[src/rtl/linear_layer_q_fifo_pkg.sv]
// rtl/linear_layer_q_fifo_pkg.sv - shared sizing helpers and parameter checks for the shift-register FIFO
package linear_layer_q_fifo_pkg;

   localparam int DATA_WIDTH_DEF = 304;
   localparam int ADDR_WIDTH_DEF = 2;
   localparam int DEPTH_DEF      = 2;
   localparam int CNT_W          = ADDR_WIDTH_DEF + 1;

   function automatic int clog2(input int value);
      int r;
      r = 0;
      while ((1 << r) < value) r++;
      return r;
   endfunction

   // The count must reach DEPTH itself, so it needs one bit more than the address.
   function automatic int cnt_width(input int addr_width);
      return addr_width + 1;
   endfunction

   function automatic bit params_legal(input int addr_width, input int depth);
      return (depth >= 1) && (clog2(depth) <= addr_width);
   endfunction

endpackage

[src/rtl/linear_layer_q_srl_store.sv]
// rtl/linear_layer_q_srl_store.sv - shift-register word array, new word enters index 0, no reset
module linear_layer_q_srl_store #(
   parameter int DATA_WIDTH = 304,
   parameter int ADDR_WIDTH = 2
) (
   input  logic                  clk,
   input  logic                  we,
   input  logic [ADDR_WIDTH-1:0] addr,
   input  logic [DATA_WIDTH-1:0] din,
   output logic [DATA_WIDTH-1:0] dout
);

   localparam int N = 1 << ADDR_WIDTH;

   logic [DATA_WIDTH-1:0] mem_q [N];

   always_ff @(posedge clk) begin
      if (we) begin
         mem_q[0] <= din;
         for (int i = 1; i < N; i++) mem_q[i] <= mem_q[i-1];
      end
   end

   assign dout = mem_q[addr];

endmodule

[src/rtl/linear_layer_q_fifo_srl.sv]
// rtl/linear_layer_q_fifo_srl.sv - show-ahead FIFO control around SRL storage; LINEAR_LAYER_FIFO_STATS_EN adds stats ports
module linear_layer_q_fifo_srl
   import linear_layer_q_fifo_pkg::*;
#(
   parameter int DATA_WIDTH = DATA_WIDTH_DEF,
   parameter int ADDR_WIDTH = ADDR_WIDTH_DEF,
   parameter int DEPTH      = DEPTH_DEF
) (
   input  logic                  clk,
   input  logic                  reset,
   output logic                  if_full_n,
   input  logic                  if_write_ce,
   input  logic                  if_write,
   input  logic [DATA_WIDTH-1:0] if_din,
   output logic                  if_empty_n,
   input  logic                  if_read_ce,
   input  logic                  if_read,
   output logic [DATA_WIDTH-1:0] if_dout
`ifdef LINEAR_LAYER_FIFO_STATS_EN
   ,
   output logic                  if_overflow,
   output logic                  if_underflow,
   output logic [ADDR_WIDTH:0]   if_max_cnt
`endif
);

   localparam int CW = cnt_width(ADDR_WIDTH);
   localparam logic [CW-1:0] FULL_CNT = CW'(DEPTH);

   if (!params_legal(ADDR_WIDTH, DEPTH)) begin : g_bad_params
      $error("linear_layer_q_fifo_srl: DEPTH must be >= 1 and fit in ADDR_WIDTH");
   end

   logic [CW-1:0]         cnt_q, cnt_d;
   logic [ADDR_WIDTH-1:0] addr_q, addr_d;
   logic                  full_n_q, empty_n_q;
   logic                  push, pop;

   always_comb begin
      push  = if_write & if_write_ce & full_n_q;
      pop   = if_read & if_read_ce & empty_n_q;
      cnt_d = cnt_q;
      if (push && !pop)      cnt_d = cnt_q + 1'b1;
      else if (pop && !push) cnt_d = cnt_q - 1'b1;
      // Oldest word sits at cnt-1; a simultaneous shift keeps the address pointing at the next-oldest.
      addr_d = (cnt_d == '0) ? '0 : ADDR_WIDTH'(cnt_d - 1'b1);
   end

   always_ff @(posedge clk) begin
      if (reset) begin
         cnt_q     <= '0;
         addr_q    <= '0;
         full_n_q  <= 1'b1;
         empty_n_q <= 1'b0;
      end else begin
         cnt_q     <= cnt_d;
         addr_q    <= addr_d;
         full_n_q  <= (cnt_d != FULL_CNT);
         empty_n_q <= (cnt_d != '0);
      end
   end

   assign if_full_n  = full_n_q;
   assign if_empty_n = empty_n_q;

   linear_layer_q_srl_store #(
      .DATA_WIDTH(DATA_WIDTH),
      .ADDR_WIDTH(ADDR_WIDTH)
   ) u_store (
      .clk  (clk),
      .we   (push),
      .addr (addr_q),
      .din  (if_din),
      .dout (if_dout)
   );

`ifdef LINEAR_LAYER_FIFO_STATS_EN
   logic          overflow_q, underflow_q;
   logic [CW-1:0] max_cnt_q;

   always_ff @(posedge clk) begin
      if (reset) begin
         overflow_q  <= 1'b0;
         underflow_q <= 1'b0;
         max_cnt_q   <= '0;
      end else begin
         if (if_write && if_write_ce && !full_n_q) overflow_q  <= 1'b1;
         if (if_read && if_read_ce && !empty_n_q)  underflow_q <= 1'b1;
         if (cnt_d > max_cnt_q)                    max_cnt_q   <= cnt_d;
      end
   end

   assign if_overflow  = overflow_q;
   assign if_underflow = underflow_q;
   assign if_max_cnt   = max_cnt_q;
`endif

endmodule

[config.mk]
export PLATFORM = sky130hd
export DESIGN_NAME = linear_layer_q_fifo_srl
export DESIGN_NICKNAME = d
export VERILOG_FILES = /design/src/rtl/linear_layer_q_fifo_pkg.sv /design/src/rtl/linear_layer_q_srl_store.sv /design/src/rtl/linear_layer_q_fifo_srl.sv
export SDC_FILE = /design/constraint.sdc
export NUM_CORES = 1
export LEC_CHECK = 0
export ABC_AREA = 1
export BUFFER_PORTS_ARGS = -buffer_cell sky130_fd_sc_hd__buf_2
export CAP_MARGIN = 20
export CORE_MARGIN = 3
export CORE_UTILIZATION = 45
export CTS_CLUSTER_SIZE = 20
export DETAILED_ROUTE_END_ITERATION = 16
export PLACE_DENSITY_LB_ADDON = 0.15
export SETUP_SLACK_MARGIN = 0.05
export SLEW_MARGIN = 30
export SYNTH_ARGS = -nofsm -noshare
export SYNTH_HDL_FRONTEND = slang
export SYNTH_SLANG_ARGS = --single-unit
[constraint.sdc]
create_clock -name clk -period 74.5 [get_ports clk]
set_input_delay 14.9 -clock clk [delete_from_list [all_inputs] [get_ports clk]]
set_output_delay 14.9 -clock clk [all_outputs]
set_load 0.005 [all_outputs]
==> summary.md <==
| Metric | Value |
|---|---|
| Outcome | `complete, no violations` |
| Number of port buffers | `615` |
| Post-route clock skew | `25.5 ps` |
| I/O pins | `~600` |
| Die area | `104,000 sq um` |
| Combinational power share | `17.0%` |
| Hold Path Cell Cnt | `0` |
| Share of cells above drive strength 1 | `22.7%` |
| Leakage | `18.6 nW` |
| Root buffer cell | `clkbuf_16` |
| Relative slew slack | `31.7%` |
| Final setup fails | `0` |
| EDFF count, synth | `1,216` |
| CTS sink count | `roughly 1,200` |
| Synthesized area | `approximately 45,000 sq um` |
| TritonRoute pass-1 iters | `5` |
| Initial antenna violation count | `25` |
| Hold crit path type | `flip-flop to flip-flop` |
| Via density per instance | `5.38` |
| Fmax | `49.6 MHz` |
| Clk slew on worst S/H paths | `60 ps` |
| Top post-synthesis cells by count | `1,216 x edfxtp_1, 612 x nor2_1, 571 x o21ai_0` |
| CP max FO | `just over 80` |
| Final Util | `approximately 54%` |
| GP Congestion | `0.778` |
| Combinational family with the most area after synthesis | `compound AO/OA/AOI/OAI gates` |
| Switch share | `27.3%` |
| CTS Hold Buffers Added | `0` |
| Dpl hpwl | `62,000 um` |
| Synth Area in Simple Gates | `5.27%` |
| Latest clock arrival within the worst-skew pair | `700 ps` |
| Die height | `323 um` |
| Async set-reset flop share out of synthesis | `0%` |
| Clock Power Share | `34.7%` |
| Count leader, synth | `edfxtp_1` |
| Detail Route Antenna Nets | `0` |
| Cells after synthesis | `2,989` |
| Min cycle time layout | `20,150 ps` |
| Total grt overflow | `0` |
| Initial core utilization | `between 40% and 50%` |
| Vias in the first global route | `~25,000` |
| Worst Min Path Start | `u_store.mem_q[2][195]` |
| Final #Nets | `3,871` |
| XOR/XNOR Fraction of Synth Area | `less than 1%` |
| #FFs+latches synth | `1,223` |
| Met2 wire len | `48,200 um` |
| Switching power | `0.463 mW` |
| Total Wirelength | `104,000 um` |
| Unrepaired setup endpoints after global routing | `false` |
| Yosys warns | `0` |
| DRT iter0 DRCs | `about 2,600` |
| TritonCTS clock tree | `done` |
| First-pass GRT wire length | `155,000 um` |
| Top-area cell type share of the netlist area | `80.8%` |
| Crit Path Category | `flip-flop to primary output` |
| R2R Path Start | `if_full_n` |
| Crit path capture type | `primary output` |
| Arr. time, crit path | `about 5300 ps` |
| Maximum buffer depth of the clock tree | `3` |
| # DRC | `0` |
| Peak VDD IR | `between 20 and 25 uV` |
| Share of power burned in registers | `48.4%` |
| Syn Area/Cell | `15.1 sq um` |
| Power per cell area | `32.0 nW/um^2` |
| Num CTS Buffers | `121` |
| Pin count of the biggest net entering global routing | `362` |
| Area grow syn2layout | `17.5%` |
| R2R Path End | `u_store.mem_q[3][157]` |
| Layout Cells excl Fill | `about 5,000` |
| Total track usage | `19.1%` |
| Post-Route Setup TNS | `0 ps` |
| Core ar. | `99,000 sq um` |
| Via count | `26,657` |
| Floorplan row count | `115` |
| Post-Synth Adder-Cell Area | `0.111%` |
| WL met1 | `44,000 um` |
| R2r worst-path depth | `6` |
| DR WL/cell | `20.9 um` |
| Synthesized net count | `3,303` |
| Top_reg_cell synth | `edfxtp_1` |
| Post-synthesis sequential area ratio | `roughly four fifths` |
| Met3 wire length | `7790 um` |
| Synth area leader | `edfxtp_1` |
| Worst R2R Setup Slack | `approximately 70,000 ps` |
| CP Data Required Time | `59,600 ps` |
| Die span in x | `about 320 um` |
| DR top layer | `met5` |
| Final Slew Violations | `0` |
| Post-synthesis mux area share | `0.0249%` |
| Number of max-cap violations | `0` |
| Final hold vios | `0` |
| Total setup buffers inserted after CTS | `0` |
| Synth cell types | `22` |
| Internal power | `1.23 mW` |
| Slew @ Worst Pin | `approximately 1000 ps` |
| Post-synthesis compound-gate area fraction | `11.0%` |
| H-tree depth | `3` |
| WHS Endpoint | `u_store.mem_q[3][195]` |
| Top cells by area, synth | `edfxtp_1 81%, o21ai_0 6.3%, nor2_1 5.1%, o22ai_1 4.2%, clkbuf_1 1.0%` |
| Number of gates resized after cts | `0` |
| Final worst-path cycle share | `27.1%` |
| Dpl cells | `about 4,700` |
| Critical path launch point type | `flip-flop` |
## final cells by class
type                            count  area, sq um
Inverter                           12         91.3
Multi-Input combinational cell   1552         7420
Sequential cell                  1223        36700
Antenna cell                        7         17.5
Fill cell                        8256        45900
Clock buffer                      149         3180
Tap cell                         1287         1610
Timing Repair Buffer              647         3430
Clock inverter                     79          653
## registers in the layout (all words and copies together) (netlist names), named ones only
name	cells
u_store.mem_q	1216
cnt_q	3
if_full_n	1
if_empty_n	1
## logic make-up after synthesis
group | after synthesis
AOI/OAI and AO/OA | 914
xor gates and xnor gates | 2
adders and majority gates | 4
buffers and inverters | 214
DFF | 1223
muxes | 1
and+or+nand+nor | 631
## metal layers
layer,vias to the layer above,GRT usage [%]
met2,850,29.3
met5,-,0
met3,208,5.17
met1,13028,26.7
met4,16,6.54
li1,12555,-
## through the flow
step	hold WS (ps)	power, mW	setup WS [ps]	cell area, sq um
floorplan	421	1.03	31780	45200
global placement	421	1.13	54750	49100
detailed placement	426	1.13	54690	49100
CTS	434	1.72	54270	52900
global route	439	1.78	53940	53100
finish	429	1.70	54350	53100
## cell usage in the layout, fill, tap and decap left out
cell	count
edfxtp_1	1216
buf_2	615
nor2_1	612
o21ai_0	571
o22ai_1	303
clkbuf_16	122
o21ai_1	37
clkinv_2	29
clkinv_1	27
clkbuf_1	24
buf_4	21
nand2_1	12
inv_1	9
bufinv_16	9
diode_2	7
clkinvlp_4	7
nand3_1	6
buf_6	6
dfxtp_1	5
clkinv_8	4
ha_1	4
inv_6	4
clkbuf_8	3
buf_16	3
xor2_1	2
a21oi_1	2
dfxtp_4	2
buf_12	2
mux2_2	1
nand4_1	1
clkinv_16	1
inv_8	1
o22ai_2	1
## power groups by stage
stage                     combinational, mW  clock [mW]  sequential, mW
after global routing                  0.320       0.632           0.824
after global placement                0.292           0           0.833
after detailed placement              0.292           0           0.835
final                                 0.288       0.588           0.820
after floorplan                       0.165           0           0.869
after CTS                             0.292       0.605           0.820
## worst max-delay path, stage by stage, from the launching register on
cell	delay (ps)
dfxtp_4	840
buf_4	740
buf_4	750
buf_4	750
buf_4	660
o21ai_0	190
o22ai_1	250
buf_2	150
## how the worst max path moves through the flow
stage	from	end	slack [ps]
finish	flip-flop	if_dout[151]	54350
global route	flip-flop	if_dout[156]	53940
CTS	flip-flop	if_dout[124]	54270
detailed placement	if_write	u_store.mem_q[0][153]	54690
global placement	if_write	u_store.mem_q[3][150]	54750
floorplan	if_write	flip-flop	31780
(Power assumes the default switching activity.)
